--- config.mk ---
export PLATFORM = sky130hd
export DESIGN_NAME = regfile_write_arbiter_flat
export DESIGN_NICKNAME = d
export VERILOG_FILES = /design/src/rtl/regfile_write_arbiter_if.sv /design/src/rtl/regfile_write_arbiter.sv /design/src/flat_wrapper.sv
export SDC_FILE = /design/constraint.sdc
export NUM_CORES = 1
export LEC_CHECK = 0
export CAP_MARGIN = 20
export CORE_MARGIN = 5
export CORE_UTILIZATION = 41
export CTS_CLUSTER_DIAMETER = 80
export DETAILED_ROUTE_END_ITERATION = 8
export GPL_TIMING_DRIVEN = 1
export HOLD_SLACK_MARGIN = 0.15
export PLACE_DENSITY = 0.89
export SYNTH_ARGS = -nofsm -noshare
export SYNTH_HDL_FRONTEND = slang
export SYNTH_SLANG_ARGS = --single-unit
--- constraint.sdc ---
create_clock -name clock -period 3.6 [get_ports clock]
set_input_delay 0.54 -clock clock [delete_from_list [all_inputs] [get_ports clock]]
set_output_delay 0.54 -clock clock [all_outputs]
set_load 0.02 [all_outputs]
--- src/rtl/regfile_write_arbiter_if.sv ---
// Purpose: groups the two writeback request channels and the register-file
//          write port of regfile_write_arbiter into one bundle.
// Signals:
//   req0_* : ALU writeback channel (valid/rd/data in, ready out)
//   req1_* : load / multicycle writeback channel (valid/rd/data in, ready out)
//   write_enable/write_port/write_data : register-file write port
//   starved : requester 1 has reached its blocked-cycle limit
// Modports: slave = arbiter side, master = requester/register-file side.
interface regfile_write_arbiter_if #(
  parameter int unsigned DATA_WIDTH = 32,
  parameter int unsigned ADDR_WIDTH = 5
);

  logic                  req0_valid;
  logic [ADDR_WIDTH-1:0] req0_rd;
  logic [DATA_WIDTH-1:0] req0_data;
  logic                  req0_ready;

  logic                  req1_valid;
  logic [ADDR_WIDTH-1:0] req1_rd;
  logic [DATA_WIDTH-1:0] req1_data;
  logic                  req1_ready;

  logic                  write_enable;
  logic [ADDR_WIDTH-1:0] write_port;
  logic [DATA_WIDTH-1:0] write_data;
  logic                  starved;

  modport slave (
    input  req0_valid, req0_rd, req0_data,
    input  req1_valid, req1_rd, req1_data,
    output req0_ready, req1_ready,
    output write_enable, write_port, write_data,
    output starved
  );

  modport master (
    output req0_valid, req0_rd, req0_data,
    output req1_valid, req1_rd, req1_data,
    input  req0_ready, req1_ready,
    input  write_enable, write_port, write_data,
    input  starved
  );

endinterface

--- src/rtl/regfile_write_arbiter.sv ---
// Purpose: shares the register file's single write port between the ALU
//          writeback path (requester 0) and the load/multicycle path
//          (requester 1). Winning writes are registered and presented to the
//          register file one cycle after the transfer. Writes to x0 are
//          accepted and dropped without using the port; a saturating
//          starvation counter lets requester 1 win after STARVE_LIMIT
//          consecutive blocked cycles.
// Ports:
//   clock : rising-edge clock
//   reset : synchronous, active-high
//   bus   : regfile_write_arbiter_if.slave (request channels, write port,
//           starved flag)
// Parameters: DATA_WIDTH, ADDR_WIDTH, STARVE_LIMIT (legal range >= 1).
module regfile_write_arbiter #(
  parameter int unsigned DATA_WIDTH   = 32,
  parameter int unsigned ADDR_WIDTH   = 5,
  parameter int unsigned STARVE_LIMIT = 4
) (
  input  logic                     clock,
  input  logic                     reset,
  regfile_write_arbiter_if.slave   bus
);

  localparam int unsigned CNT_W = $clog2(STARVE_LIMIT + 1);
  localparam logic [CNT_W-1:0] LIMIT = CNT_W'(STARVE_LIMIT);

  logic [CNT_W-1:0]      cnt_q,  cnt_d;
  logic                  we_q,   we_d;
  logic [ADDR_WIDTH-1:0] port_q, port_d;
  logic [DATA_WIDTH-1:0] data_q, data_d;

  logic need0, need1;
  logic x0_0, x0_1;
  logic starved_c;
  logic grant0_c, grant1_c;
  logic ready0_c, ready1_c;

  // Arbitration: port demand, grant and ready generation.
  always_comb begin
    need0     = 1'b0;
    need1     = 1'b0;
    x0_0      = 1'b0;
    x0_1      = 1'b0;
    grant0_c  = 1'b0;
    grant1_c  = 1'b0;
    ready0_c  = 1'b0;
    ready1_c  = 1'b0;
    starved_c = (cnt_q == LIMIT);

    x0_0  = bus.req0_valid && (bus.req0_rd == '0);
    x0_1  = bus.req1_valid && (bus.req1_rd == '0);
    need0 = bus.req0_valid && (bus.req0_rd != '0);
    need1 = bus.req1_valid && (bus.req1_rd != '0);

    // Requester 1 wins when the ALU path is idle or it has been starved.
    if (!reset) begin
      grant1_c = need1 && (!need0 || starved_c);
      grant0_c = need0 && !grant1_c;
      ready0_c = grant0_c || x0_0;
      ready1_c = grant1_c || x0_1;
    end
  end

  // Next-state: starvation counter and staged write.
  always_comb begin
    cnt_d  = '0;
    we_d   = 1'b0;
    port_d = port_q;
    data_d = data_q;

    // A blocked requester 1 saturates at LIMIT; any transfer or idle clears.
    if (need1 && !ready1_c) begin
      if (cnt_q == LIMIT) begin
        cnt_d = cnt_q;
      end else begin
        cnt_d = CNT_W'(cnt_q + 1'b1);
      end
    end

    if (grant1_c) begin
      we_d   = 1'b1;
      port_d = bus.req1_rd;
      data_d = bus.req1_data;
    end else if (grant0_c) begin
      we_d   = 1'b1;
      port_d = bus.req0_rd;
      data_d = bus.req0_data;
    end
  end

  // State registers.
  always_ff @(posedge clock) begin
    if (reset) begin
      cnt_q  <= '0;
      we_q   <= 1'b0;
      port_q <= '0;
      data_q <= '0;
    end else begin
      cnt_q  <= cnt_d;
      we_q   <= we_d;
      port_q <= port_d;
      data_q <= data_d;
    end
  end

  // A reset arriving while a write is staged suppresses that write.
  assign bus.write_enable = we_q && !reset;
  assign bus.write_port   = port_q;
  assign bus.write_data   = data_q;
  assign bus.starved      = starved_c;
  assign bus.req0_ready   = ready0_c;
  assign bus.req1_ready   = ready1_c;

endmodule

--- src/flat_wrapper.sv ---
// flat-port wrapper written by rule: the top's interface ports become plain ports
module regfile_write_arbiter_flat 
#(
  parameter int unsigned DATA_WIDTH   = 32,
  parameter int unsigned ADDR_WIDTH   = 5,
  parameter int unsigned STARVE_LIMIT = 4
)
  (clock, reset, bus_req0_valid, bus_req0_rd, bus_req0_data, bus_req1_valid, bus_req1_rd, bus_req1_data, bus_req0_ready, bus_req1_ready, bus_write_enable, bus_write_port, bus_write_data, bus_starved);
  regfile_write_arbiter_if #(.DATA_WIDTH(DATA_WIDTH), .ADDR_WIDTH(ADDR_WIDTH)) bus_i ();
  input  logic clock;
  input  logic reset;
  input wire logic [$bits(bus_i.req0_valid)-1:0] bus_req0_valid;
  input wire logic [$bits(bus_i.req0_rd)-1:0] bus_req0_rd;
  input wire logic [$bits(bus_i.req0_data)-1:0] bus_req0_data;
  input wire logic [$bits(bus_i.req1_valid)-1:0] bus_req1_valid;
  input wire logic [$bits(bus_i.req1_rd)-1:0] bus_req1_rd;
  input wire logic [$bits(bus_i.req1_data)-1:0] bus_req1_data;
  output wire logic [$bits(bus_i.req0_ready)-1:0] bus_req0_ready;
  output wire logic [$bits(bus_i.req1_ready)-1:0] bus_req1_ready;
  output wire logic [$bits(bus_i.write_enable)-1:0] bus_write_enable;
  output wire logic [$bits(bus_i.write_port)-1:0] bus_write_port;
  output wire logic [$bits(bus_i.write_data)-1:0] bus_write_data;
  output wire logic [$bits(bus_i.starved)-1:0] bus_starved;
  assign bus_i.req0_valid = bus_req0_valid;
  assign bus_i.req0_rd = bus_req0_rd;
  assign bus_i.req0_data = bus_req0_data;
  assign bus_i.req1_valid = bus_req1_valid;
  assign bus_i.req1_rd = bus_req1_rd;
  assign bus_i.req1_data = bus_req1_data;
  assign bus_req0_ready = bus_i.req0_ready;
  assign bus_req1_ready = bus_i.req1_ready;
  assign bus_write_enable = bus_i.write_enable;
  assign bus_write_port = bus_i.write_port;
  assign bus_write_data = bus_i.write_data;
  assign bus_starved = bus_i.starved;
  regfile_write_arbiter #(.DATA_WIDTH(DATA_WIDTH), .ADDR_WIDTH(ADDR_WIDTH), .STARVE_LIMIT(STARVE_LIMIT)) u_core (.clock(clock), .reset(reset), .bus(bus_i));
endmodule
After elaboration in Yosys (flattened, before gate mapping)
Index checks and enable logic that the tools add are counted.

Flip-flop bits (word level): 41. Latch bits: 0. Bits in writable memories: 0. Memory bits (read-only): 0. Output and inout port bits: 41. Logic and storage cells: 38. Memories kept: 0.

Add/sub/neg operators: 1. Multiply operators: 0. Div/mod/pow operators: 0. Order comparisons: 0. Equal/unequal tests: 1. Shift-type cells: 0. Muxes and demuxes: 10. Bitwise logic cells: 1. Reductions and logical operators: 21.

Operator list (number): 2-to-1 mux 32 bit (2); zero test 5 bit (2); 2-to-1 mux 5 bit (2); nonzero test 5 bit (2); logical AND 1 bit (8); 2-to-1 mux 1 bit (6); zero test 1 bit (4); adder 3 x 1 -> 3 bit, second input constant (1); == test 3 bit, second input constant (1); logical OR 1 bit (3); nonzero test 2 bit (1); OR reduction 2 bit (1); NOT 1 bit (1).

Longest topological paths before layout
Depth after elaboration: 11. Mapped depth: 9. Mapped depth without buffers: 6.

Worst setup path before layout
No wires, ideal clock.

Path kind: input -> output. Start: input port bus_req1_rd[1]. End: output port bus_req0_ready. Data arrival time: 2.001 ns. Required time: 3.060 ns. Slack: 1.059 ns. Stages: 5. Path buffers: 2. Cells stage by stage: nor4_4 -> a21boi_1 -> buf_2 -> clkbuf_1 -> a311oi_1.

Cells in the longest elaborated chain, start to end: 7.

RTL lines: from (decl) (line flat_wrapper.sv:16) `input wire logic [$bits(bus_i.req1_rd)-1:0] bus_req1_rd;`; nonzero test 5 bit (line regfile_write_arbiter.sv:53) `need1 = bus.req1_valid && (bus.req1_rd != '0);`; logical AND 1 bit (line regfile_write_arbiter.sv:53); logical AND 1 bit (line regfile_write_arbiter.sv:57) `grant1_c = need1 && (!need0 || starved_c);`; zero test 1 bit (line regfile_write_arbiter.sv:58) `grant0_c = need0 && !grant1_c;`; logical AND 1 bit (line regfile_write_arbiter.sv:58); logical OR 1 bit (line regfile_write_arbiter.sv:59) `ready0_c = grant0_c || x0_0;`; 2-to-1 mux 1 bit (line regfile_write_arbiter.sv:56) `if (!reset) begin`; to (decl) (line flat_wrapper.sv:18) `output wire logic [$bits(bus_i.req0_ready)-1:0] bus_req0_ready;`.

No other way between the ends.

Worst setup path after layout
Ends and elaborated chain as after synthesis.

==> impl_results.md <==
* Top cell types by occurrence after synthesis: 41 x sky130_fd_sc_hd__dfxtp_1, 39 x sky130_fd_sc_hd__nor3_1, 38 x sky130_fd_sc_hd__a311oi_1, 37 x sky130_fd_sc_hd__nand3_1, 36 x sky130_fd_sc_hd__o21ai_0
* First-pass iteration count of the detailed router at 5
* Flip-flop and latch count after synthesis at 41
* Final cell utilization of the core at 0.714
* CTS sink cnt at between 40 and 50
* Via-per-instance ratio at 5.74
* Largest net degree at the start of global routing at 39
* Tot GR Track Use at 0.216
* Count of buffering cells on the critical path with inverters included at 2
* Peak ir drop on the vdd network at 0.289 mV
* Critical Path Source Type: input pin
* Number of buffers created by CTS at 5
* Share of synthesized area occupied by flip-flops and latches at 0.397
* Worst setup skew after layout at 4.58 ps
* Worst-case headroom to the max-slew limit at 0.629
* Number of buffers inserted for hold repair after clock tree synthesis at 0
* Most frequent cell on the critical path: sky130_fd_sc_hd__clkdlybuf4s50_1
* Die height at 81 um
* Final hold violation count at 0
* Post-layout net count at around 440
* Arrival time worst endpoint at 2520 ps
* Post-detailed-route wirelength per cell at 17.3 um
* Post-synth top area share at 0.397
* Pins Over Slew Limit at 0
* Main area contributors after synthesis: sky130_fd_sc_hd__dfxtp_1 40%, sky130_fd_sc_hd__a311oi_1 16%, sky130_fd_sc_hd__nor3_1 9.4%
* Clock network latency to the later pin of the worst-skew pair at 280 ps
* Clock tree root driver cell: sky130_fd_sc_hd__clkbuf_8
* Global placer's final weighted congestion at 0.771
* Count of input and output buffers at between 100 and 150
* Highest-delay cell along the critical path: sky130_fd_sc_hd__clkdlybuf4s50_1
* Classification of the worst-slack hold path: flip-flop to flip-flop
* Primary flip-flop cell chosen by synthesis mapping: sky130_fd_sc_hd__dfxtp_1
* Total Die Area at 0.00656 mm^2
* Violation count after the first detailed-route iteration at about 100
* Fraction of the mapped netlist area in compound gates at 0.277
* Clk slew on worst S/H paths at 80 ps
* Setup repair after global routing missed its margin: no
* Count of flip-flops with a built-in enable after synthesis at 0
* Worst stage delay on the critical path at roughly 670 ps
* CTS tree: done
* Global-route wire length before repair at roughly 11 mm
* H-tree level count at 2
* Row count at 25
* Simple-gate share of the synthesized area at 0.228
* Antenna-violating nets left at 0
* Via count of the first global-routing pass at 2394
* Critical path fanouts, max at 4
* Width of the die at 81 um
* Via count at 2434
* Synth Warn # at 0
* Achievable Freq at 327 MHz
* Final setup fails at 0
* Ratio of final minimum period to clock period at 0.850
* Share of synthesized cell area in full adder, half adder and majority cells at 0.0121
* Post CTS Setup Buffer Count at 0
* Mux contribution to synthesized area at 0
* Sum of negative setup slack at 0 ps
* Synthesized Nets at between 300 and 400
* Mean post-synth cell area at 8.23 um^2
* Diodes inserted at 0
* Most frequent cell after synthesis: sky130_fd_sc_hd__dfxtp_1
* Static power due to leakage at 0.00116 uW
* Kind of critical path: input pin to output pin
* Quantity of gates resized following cts at 0
* GRT Residual Overflow at 0
* Outcome: complete, no violations
* Deepest clock path buffer count at 2
* Clock period minus final worst setup slack at ~3100 ps
* Dominant combinational cell family by area after synthesis: compound AO/OA/AOI/OAI gates
* Starting utilization of the core area at 0.429
* DRC violations left at 0
* Synth area leader: sky130_fd_sc_hd__dfxtp_1
* Core area at a little under 0.005 mm^2
* Initial antenna violation count at 0
* Distinct cells, synth at 30
* HPWL reported at the end of detailed placement at 5.43 mm
* Worst-margin pin slew at 557 ps
* Total routed wirelength at approximately 7.3 mm
* Async SR Flop Fraction at 0
* Parity-gate share of the synthesized area counting xor and xnor cells at 0.00424
* Area overhead of the layout relative to synthesis at 66.3%
* Worst path top cell family by delay: buffers and inverters
* Pwr/cell area at 363 mW/mm^2
* Share of cells above drive strength 1 at 0.0756
* I/O pin cnt at between 100 and 150
* CP Capture Type: output pin
* Synthesized instance count at 251
* Cells along the critical path: clkdlybuf4s50_1 -> nor4_4 -> a21boi_4 -> a311oi_1 -> clkdlybuf4s50_1
* Post-synthesis instance area at between 0.002 and 0.0025 mm^2
* Data required, critical path at 3060 ps
* Max-Cap Viols at 0
==> kinds of logic (layout without fill, tap and decap cells) <==
family | count (synthesis) | in the layout
compound gates | 82 | 82
xor+xnor | 1 | 1
fa+ha+maj | 2 | 2
buf+inv | 37 | 143
flops | 41 | 41
simple gates | 88 | 88
==> report_power, final <==
| part | switching [uW] | leakage, uW | internal (uW) |
|---|---|---|---|
| logic | 169 | 0.000759 | 184 |
| registers | 18.1 | 0.000341 | 490 |
| clock network | 161 | 0.0000574 | 226 |
==> registers in the layout, summed over array words and instances, names as in the netlist <==
signal	flops
u_core.we_q	1
u_core.bus.write_port	5
u_core.cnt_q	3
u_core.bus.write_data	32
==> through the flow <==
step           power (uW)  setup slack [ps]  hold slack (ps)  instance area, um^2  instances
2_1_floorplan         675              1060              432                 2070        251
3_3_place_gp          864               591              446                 3320        416
3_5_place_dp          872               546              471                 3320        416
4_1_cts              1250               540              483                 3440        424
5_1_grt              1310               442              502                 3440        424
6_report             1250               541              471                 3440        424
==> layout by cell type (no fill, tap or decap), types with 2 or more instances in the layout <==
master	count
sky130_fd_sc_hd__buf_4	12
sky130_fd_sc_hd__clkdlybuf4s50_1	118
sky130_fd_sc_hd__dfxtp_1	41
sky130_fd_sc_hd__nor2b_1	3
sky130_fd_sc_hd__a311oi_1	38
sky130_fd_sc_hd__ha_1	2
sky130_fd_sc_hd__o21ai_0	36
sky130_fd_sc_hd__inv_1	4
sky130_fd_sc_hd__nand3_1	37
sky130_fd_sc_hd__nand2_1	2
sky130_fd_sc_hd__nor3_1	39
sky130_fd_sc_hd__clkbuf_8	6
==> final timing paths <==
path                                startpoint                                     end  slack, ps  depth (start not counted)
setup / recovery                bus_req1_rd[1]                          bus_req0_ready        540                          5
hold / removal    u_core.cnt_q[0]$_SDFFE_PP0P_            u_core.cnt_q[0]$_SDFFE_PP0P_        470                          1
setup reg to reg  u_core.cnt_q[0]$_SDFFE_PP0P_  u_core.bus.write_data[18]$_SDFFE_PP0P_       1520                          7
hold reg to reg   u_core.cnt_q[0]$_SDFFE_PP0P_            u_core.cnt_q[0]$_SDFFE_PP0P_        470                          1
==> final cells by class <==
class	count	area, um^2
Clock inverter	2	37.5
Sequential cell	41	821
Inverter	4	15.0
Timing Repair Buffer	131	1290
Multi-Input combinational cell	173	1110
Clock buffer	6	82.6
Fill cell	423	1380
Tap cell	67	83.8
==> layer usage <==
metal,share of wire,GRT usage
met5,0,0
met4,0.018,0.0507
met3,0.088,0.0621
met2,0.51,0.392
met1,0.38,0.248
Power figures use the tool's default switching activity.
